File: config.mk
export PLATFORM = sky130hd
export DESIGN_NAME = msk_modulator_param
export DESIGN_NICKNAME = d
export VERILOG_FILES = /design/src/rtl/msk_modulator_param.sv
export SDC_FILE = /design/constraint.sdc
export NUM_CORES = 1
export LEC_CHECK = 0
export ABC_AREA = 1
export ABC_CLOCK_PERIOD_IN_PS = 1600
export BUFFER_PORTS_ARGS = -buffer_cell sky130_fd_sc_hd__buf_4
export CORE_ASPECT_RATIO = 0.75
export CORE_UTILIZATION = 52
export CTS_CLUSTER_SIZE = 28
export DETAILED_ROUTE_END_ITERATION = 16
export PLACE_DENSITY = 0.74
export SKIP_CTS_REPAIR_TIMING = 1
export SLEW_MARGIN = 20
export SYNTH_ARGS = -nofsm -noshare
export SYNTH_HDL_FRONTEND = slang
export SYNTH_SLANG_ARGS = --single-unit
export TNS_END_PERCENT = 100
File: constraint.sdc
create_clock -name clk -period 1.6 [get_ports clk]
set_input_delay 0 -clock clk [delete_from_list [all_inputs] [get_ports clk]]
set_output_delay 0 -clock clk [all_outputs]
set_load 0.02 [all_outputs]
File: src/rtl/msk_modulator_param.sv
// MSK (half-sine O-QPSK) modulator: pops chips from a FWFT FIFO, even chips shape I, odd chips shape Q.
// Flushes the pulses still in flight on FIFO underrun, then idles with both outputs at zero.
module msk_modulator_param #(
  parameter int DATA_W = 4,
  parameter int SPS    = 8
) (
  input  logic                     clk,
  input  logic                     reset,
  input  logic                     i_empty,
  input  logic                     i_data,
  output logic                     o_ready,
  output logic signed [DATA_W-1:0] o_sinI,
  output logic signed [DATA_W-1:0] o_sinQ,
  output logic                     o_busy
);

  localparam int PULSE_LEN = 2 * SPS;
  localparam int IDX_W     = $clog2(PULSE_LEN);
  localparam int PH_W      = $clog2(SPS);
  localparam logic [IDX_W-1:0] IDX_LAST = IDX_W'(PULSE_LEN - 1);
  localparam logic [PH_W-1:0]  PH_LAST  = PH_W'(SPS - 1);

  function automatic logic signed [DATA_W-1:0] lut_entry(input int k);
    real amp;
    real s;
    amp = real'((1 << (DATA_W - 1)) - 1);
    s   = amp * $sin(3.14159265358979323846 * real'(k) / real'(PULSE_LEN));
    return DATA_W'($rtoi(s + 0.5));
  endfunction

  logic signed [DATA_W-1:0] lut [PULSE_LEN];

  for (genvar k = 0; k < PULSE_LEN; k++) begin : g_lut
    localparam logic signed [DATA_W-1:0] ENTRY = lut_entry(k);
    assign lut[k] = ENTRY;
  end

  typedef enum logic [1:0] {IDLE, RUN, FLUSH} state_t;

  state_t           state;
  logic [PH_W-1:0]  phase;
  logic             parity;
  logic             armed;
  logic             act_i;
  logic             act_q;
  logic             sign_i;
  logic             sign_q;
  logic [IDX_W-1:0] idx_i;
  logic [IDX_W-1:0] idx_q;
  logic             fetch_due;
  logic             pop_i;
  logic             pop_q;

  // armed keeps o_ready low for the first cycle after reset releases
  assign fetch_due = (state == IDLE) || ((state == RUN) && (phase == '0));
  assign o_ready   = fetch_due && !i_empty && !reset && armed;
  assign pop_i     = o_ready && !parity;
  assign pop_q     = o_ready && parity;

  always_ff @(posedge clk) begin
    if (reset) begin
      state  <= IDLE;
      phase  <= '0;
      parity <= 1'b0;
      armed  <= 1'b0;
      act_i  <= 1'b0;
      act_q  <= 1'b0;
      sign_i <= 1'b0;
      sign_q <= 1'b0;
      idx_i  <= '0;
      idx_q  <= '0;
      o_sinI <= '0;
      o_sinQ <= '0;
      o_busy <= 1'b0;
    end else begin
      armed  <= 1'b1;
      o_sinI <= act_i ? (sign_i ? lut[idx_i] : -lut[idx_i]) : '0;
      o_sinQ <= act_q ? (sign_q ? lut[idx_q] : -lut[idx_q]) : '0;

      // A reload on the final index restarts the pulse, so abutting pulses leave no gap
      if (pop_i) begin
        sign_i <= i_data;
        idx_i  <= '0;
        act_i  <= 1'b1;
      end else if (act_i) begin
        if (idx_i == IDX_LAST) act_i <= 1'b0;
        else                   idx_i <= idx_i + 1'b1;
      end

      if (pop_q) begin
        sign_q <= i_data;
        idx_q  <= '0;
        act_q  <= 1'b1;
      end else if (act_q) begin
        if (idx_q == IDX_LAST) act_q <= 1'b0;
        else                   idx_q <= idx_q + 1'b1;
      end

      if (o_ready) parity <= ~parity;

      case (state)
        IDLE: begin
          if (o_ready) begin
            state  <= RUN;
            phase  <= PH_W'(1);
            o_busy <= 1'b1;
          end else begin
            o_busy <= 1'b0;
          end
        end
        RUN: begin
          phase  <= (phase == PH_LAST) ? '0 : phase + 1'b1;
          o_busy <= 1'b1;
          if (fetch_due && i_empty) state <= FLUSH;
        end
        FLUSH: begin
          if (!act_i && !act_q) begin
            state  <= IDLE;
            parity <= 1'b0;
            phase  <= '0;
            o_busy <= 1'b0;
          end else begin
            o_busy <= 1'b1;
          end
        end
        default: begin
          state  <= IDLE;
          o_busy <= 1'b0;
        end
      endcase
    end
  end

endmodule

Yosys cells after proc, flatten, opt, wreduce, memory -nomap -nowiden
Memories as Yosys holds them, arrays and structs flattened.
Cells that the tools add are included.

operators by class
  add/subtract/negate cells = 5
  $lt $le $gt $ge = 2
  eq/ne operators = 8
  muxes and demuxes = 27
  bitwise operators = 7
  reductions and logical operators = 25

operators by type and width
  cell                 count
  $mux 4               6
  $mux 1               12
  $ge 5x5->1 const B   2
  $not 4->5            2
  $mux 3               3
  $pmux 3 s3           1
  $add 4x1->4 const B  2
  $eq 4x4->1 const B   2
  $logic_and 1x1->1    8
  $neg 4->4            2
  $reduce_or 2->1      4
  $mux 2               3
  $pmux 2 s3           1
  $reduce_and 3->1     2
  $logic_not 1->1      5
  $not 1->1            5
  $ne 2x2->1 const B   2
  $reduce_and 2->1     2
  $add 3x1->3 const B  1
  $eq 3x3->1 const B   1
  $logic_not 3->1      1
  $pmux 1 s3           1
  $reduce_bool 3->1    1
  $eq 2x1->1 const B   1
  other kinds (4)      4

word-level totals
  flip-flop bits (word level) = 28
  memory bits (read-only) = 128
  input bits = 4
  logic and storage cells = 89
  memories = 2

memory list
  name              words  width  read ports  clocked after Yosys merged registers in  wr ports  RTL line  text
  (name not given)  16     4      1           0                                        0         78        o_sinQ <= act_q ? (sign_q ? lut[idx_q] : -lut[idx_q]) : '0;
  (name not given)  16     4      1           0                                        0         77        o_sinI <= act_i ? (sign_i ? lut[idx_i] : -lut[idx_i]) : '0;

Depth between registers and ports, before layout
  depth in word-level cells = 9
  depth in mapped cells = 10
  mapped depth without buffers = 10

Least setup slack after synthesis
No wires, ideal clock.

  path type = flip-flop to flip-flop
  from = register state[1]
  to = register idx_i[2]
  data arrival time = 1698 ps
  data required time = 1485 ps
  setup slack = -214 ps
  stages on the path, launching flop included = 11
  buffers on the path = 0
  cell sequence = dfxtp_1 -> inv_1 -> ha_1 -> nand3_1 -> a21oi_1 -> ha_1 -> nor2_1 -> inv_1 -> a21oi_1 -> o21ai_0 -> inv_1

between the ends
  cells in the longest elaborated chain, start to end = 8
  elaborated cells on any way between the ends = 9

RTL lines
  item                              RTL line  text
  from (decl)                       40        state_t state;
  from (signal assigned)            62        state <= IDLE;
  from (signal assigned)            104       state <= RUN;
  from (signal assigned)            114       if (fetch_due && i_empty) state <= FLUSH;
  $eq 2x1->1                        55        assign fetch_due = (state == IDLE) || ((state == RUN) && (phase == '0));
  $logic_and 1x1->1                 55
  $logic_or 1x1->1 *                55
  $logic_and 1x1->1 * (3 in a row)  56        assign o_ready = fetch_due && !i_empty && !reset && armed;
  named net o_ready                 11        output logic o_ready,
  $logic_and 1x1->1 *               57        assign pop_i = o_ready && !parity;
  named net pop_i                   51        logic pop_i;
  $reduce_or 2->1 (no line) *       -
  to (signal assigned)              87        else idx_i <= idx_i + 1'b1;
  to (decl)                         48        logic [IDX_W-1:0] idx_i;

The timed path passes the listed nets; every way through them passes the cells marked *.
A chain may end at the register's enable or synchronous reset.

Final worst setup path
  from = register state[0]
  to = register idx_i[2]

between the ends
  cells in the longest elaborated chain, start to end = 8
  elaborated cells on any way between the ends = 9

RTL lines
  item                              RTL line
  $eq 2x1->1                        55
  $logic_and 1x1->1                 55
  $logic_or 1x1->1 *                55
  $logic_and 1x1->1 * (3 in a row)  56
  $logic_and 1x1->1 *               57
  named net pop_i                   51
  $reduce_or 2->1 (no line) *       -

Marks and branches as above.

==> results.py <==
metrics = {
    "timing": {
        "hold_violations": 0,
        "fin_crit_ps": 1552,
        "tightest_slew_ps": 352.5,
        "maxSlewViolCount": 0,
        "slew-limit-headroom": 0.7635,
        "final-setup-viol-count": 0,
        "fmax_mhz": 644.4,
        "fin_crit_sh": 0.9699,
        "fin_skew_ps": 4.193,
        "fin_ws_ps": 48.16,
    },
    "yosys": {
        "synth-compound-area-share": 0.1511,
        "synth_fa_ha_area_frac": 0.1625,
        "syn_area_mm2": 0.001540,
        "avgSynthCellArea_um2": 7.441,
        "synth_flop_cell": "dfxtp_1",
        "synth_top_family_by_area": "simple AND/OR/NAND/NOR gates",
        "netlist_top_cells_area": "dfxtp_1 (36%), ha_1 (16%), inv_1 (9.3%), nand2_1 (7.1%), a21oi_1 (5.8%)",
        "synthSimpleGateAreaFrac": 0.2080,
        "synthCells": 207,
        "yosys-top-cells-count": "inv_1 (38), nand2_1 (29), dfxtp_1 (28), nor2_1 (23), ha_1 (20)",
        "synth_edf_count": 0,
        "seq_area_frac_synth": 0.3639,
        "yosys_warnings": 0,
        "synth_xor_area_frac": 0.01137,
        "muxShareOfSynthArea": 0,
        "ys_types": 24,
        "synth_seq_cells": 28,
        "synth.largest_area_cell": "dfxtp_1",
        "synth_async_sr_flop_share": 0,
        "syn_nets": 231,
        "synth_top_area_share": 0.3639,
        "synth.most_common_cell": "inv_1",
    },
    "floorplanning": {
        "dieArea_mm2": 0.003186,
        "io_pins": 14,
        "die_w_um": 64.85,
        "row_count": 16,
        "initial_core_util": 0.5699,
        "core-area_mm2": 0.002703,
        "die_h_um": 49.13,
    },
    "routing": {
        "wl_per_cell_um": 12.07,
        "vias": 1382,
        "via_per_inst": 5.081,
        "wirelength_um": 3284,
        "firstDrtPassIters": 4,
        "drtIter0Drc": 98,
        "final_antenna_net_count": 0,
        "drc_errors": 0,
    },
    "setup_path": {
        "worstSetupPathType": "flop to flop",
        "reg2reg_to": "idx_i[2]",
        "worst-path-max-fanout": 4,
        "rr_startpoint": "state[0]",
        "timing.critical_path.from": "state[0]",
        "crit_arrival_ps": 1790,
        "start_kind": "flop",
        "ff2ff_path_depth": 10,
        "required_ps": 1840,
        "end_kind": "flop",
        "reg2reg_slack_ps": 50,
    },
    "clock_network": {
        "cts_tree": "yes",
        "worstSkewPairLatency_ps": 280,
        "htreeDepth": 1,
        "clockBufferDepth": 2,
        "root_buffer": "clkbuf_8",
        "path_clk_slew_ps": 100,
        "clock-sinks": 28,
        "numCtsBuffers": 3,
    },
    "finish": {
        "fillCellCount": 185,
        "nNetsFinal": 261,
        "multi_input_area_um2": 932.1,
        "final_cells": 272,
        "area_growth_pct": 28.19,
        "final_util": 0.7306,
        "drive_above_1_share": 0.2797,
        "insertedDiodeCount": 0,
        "seqCellArea_um2": 571.8,
    },
    "grt": {
        "grt_overflow_total": 0,
        "grt_max_degree": 17,
        "grt_pass1_wl_um": 5361,
        "antenna_found_initial": 0,
        "grt_util_all_layers": 0.2183,
        "first_global_vias": 1250,
    },
    "placed_design": {
        "gp_congestion": 0.8359,
        "dpl_worst_slack_ps": -53.73,
        "dpl.cell_count": 265,
        "portBuffers": 13,
        "dpl.hpwl_um": 2476,
    },
    "hold_path": {
        "min_to": "state[1]",
        "min-delay-start": "i_empty",
        "min_path_cells": 5,
        "hold_path_class": "input port to flop",
    },
    "power": {
        "power-per-cell-area_mw_per_mm2": 1133,
        "ir_drop_mv": 0.6963,
        "p_leak_nw": 0.9199,
    },
    "status": {
        "outcome": "finished, final reports clean",
    },
    "flow_run": {
        "cap_viol_max_count": 0,
    },
}
==> layer usage <==
metal  vias to the layer above  share of wire  GRT usage
li1                        719              -          -
met1                       636           0.47     0.2580
met2                        23           0.49     0.3941
met5                         -              0          0
met3                         4          0.029    0.05607
met4                         0         0.0070    0.04444
==> how the worst max path moves through the flow <==
| stage | to | slack [ps] |
|---|---|---|
| after floorplan | idx_i[2] | 10 |
| after global placement | idx_i[2] | 40 |
| after detailed placement | o_sinQ[2] | -50 |
| after CTS | o_sinQ[2] | -80 |
| after global routing | idx_i[2] | -50 |
| final | idx_i[2] | 50 |
==> where the power goes <==
| group | internal (mW) | leakage [nW] | switching, mW |
|---|---|---|---|
| clock | 0.335 | 0.0357 | 0.224 |
| sequential | 0.772 | 0.230 | 0.0624 |
| combinational | 0.374 | 0.654 | 0.469 |
| total | 1.48 | 0.920 | 0.755 |
==> stage by stage <==
step / hold WS [ps] / setup TNS [ps] / total power [mW] / area [µm²]
detailed placement: 247.9 / -119.5 / 1.596 / 1764
floorplan: 134.9 / 0 / 1.333 / 1551
CTS: -51.79 / -292.0 / 2.165 / 1836
global placement: 246.4 / 0 / 1.544 / 1764
global route: 148.0 / -53.68 / 2.403 / 1974
finish: 135.4 / 0 / 2.236 / 1974
==> flip-flops by register name, summed over array words and instances, names as in the netlist, 2 cells and up <==
| signal | cells |
|---|---|
| idx_i | 4 |
| phase | 3 |
| idx_q | 4 |
| state | 2 |
| o_sinQ | 4 |
| o_sinI | 4 |
==> worst max-delay path, cell delays in order, from the launching register on <==
cell     delay [ps]
dfxtp_2         370
inv_1            70
ha_1            230
inv_2            80
a21oi_4          60
ha_2            200
nor2_2          140
inv_1            90
a21oi_1         110
o21ai_0          90
inv_1            50
==> final cells by class <==
| type | instances | share of cell area |
|---|---|---|
| Timing Repair Buffer | 27 | 0.1052 |
| Clock inverter | 1 | 0.01521 |
| Inverter | 39 | 0.07414 |
| Multi-Input combinational cell | 138 | 0.4721 |
| Sequential cell | 28 | 0.2896 |
| Tap cell | 36 | 0.02281 |
| Clock buffer | 3 | 0.02091 |
==> logic make-up (layout without fill, tap and decap cells) <==
kind of cell / after synthesis / after routing
adders and majority gates: 20 / 20
DFF: 28 / 28
buffers and inverters: 41 / 70
xor gates and xnor gates: 2 / 2
AOI/OAI and AO/OA: 42 / 42
and+or+nand+nor: 74 / 74
==> layout by cell type (no fill, tap or decap) <==
master          n
buf_4          25
nand2_1        29
o211ai_1        1
clkbuf_8        3
nor3_2          4
dfxtp_1        21
bufinv_16       1
o21ai_2         5
o21ai_1         4
dfxtp_4         1
nand3_2         3
nand3_1         9
a21oi_4         1
nand2_2         2
o22ai_1         1
ha_1           14
inv_2           3
nand4_1         1
ha_4            3
dlygate4sd3_1   2
inv_1          36
xnor2_2         2
nor3_1          2
dfxtp_2         6
nor2_2          4
a211oi_1        1
o21a_1          2
nor2_1         20
ha_2            3
a21oi_1        17
o21ai_0        10
(Power assumes the default switching activity.)
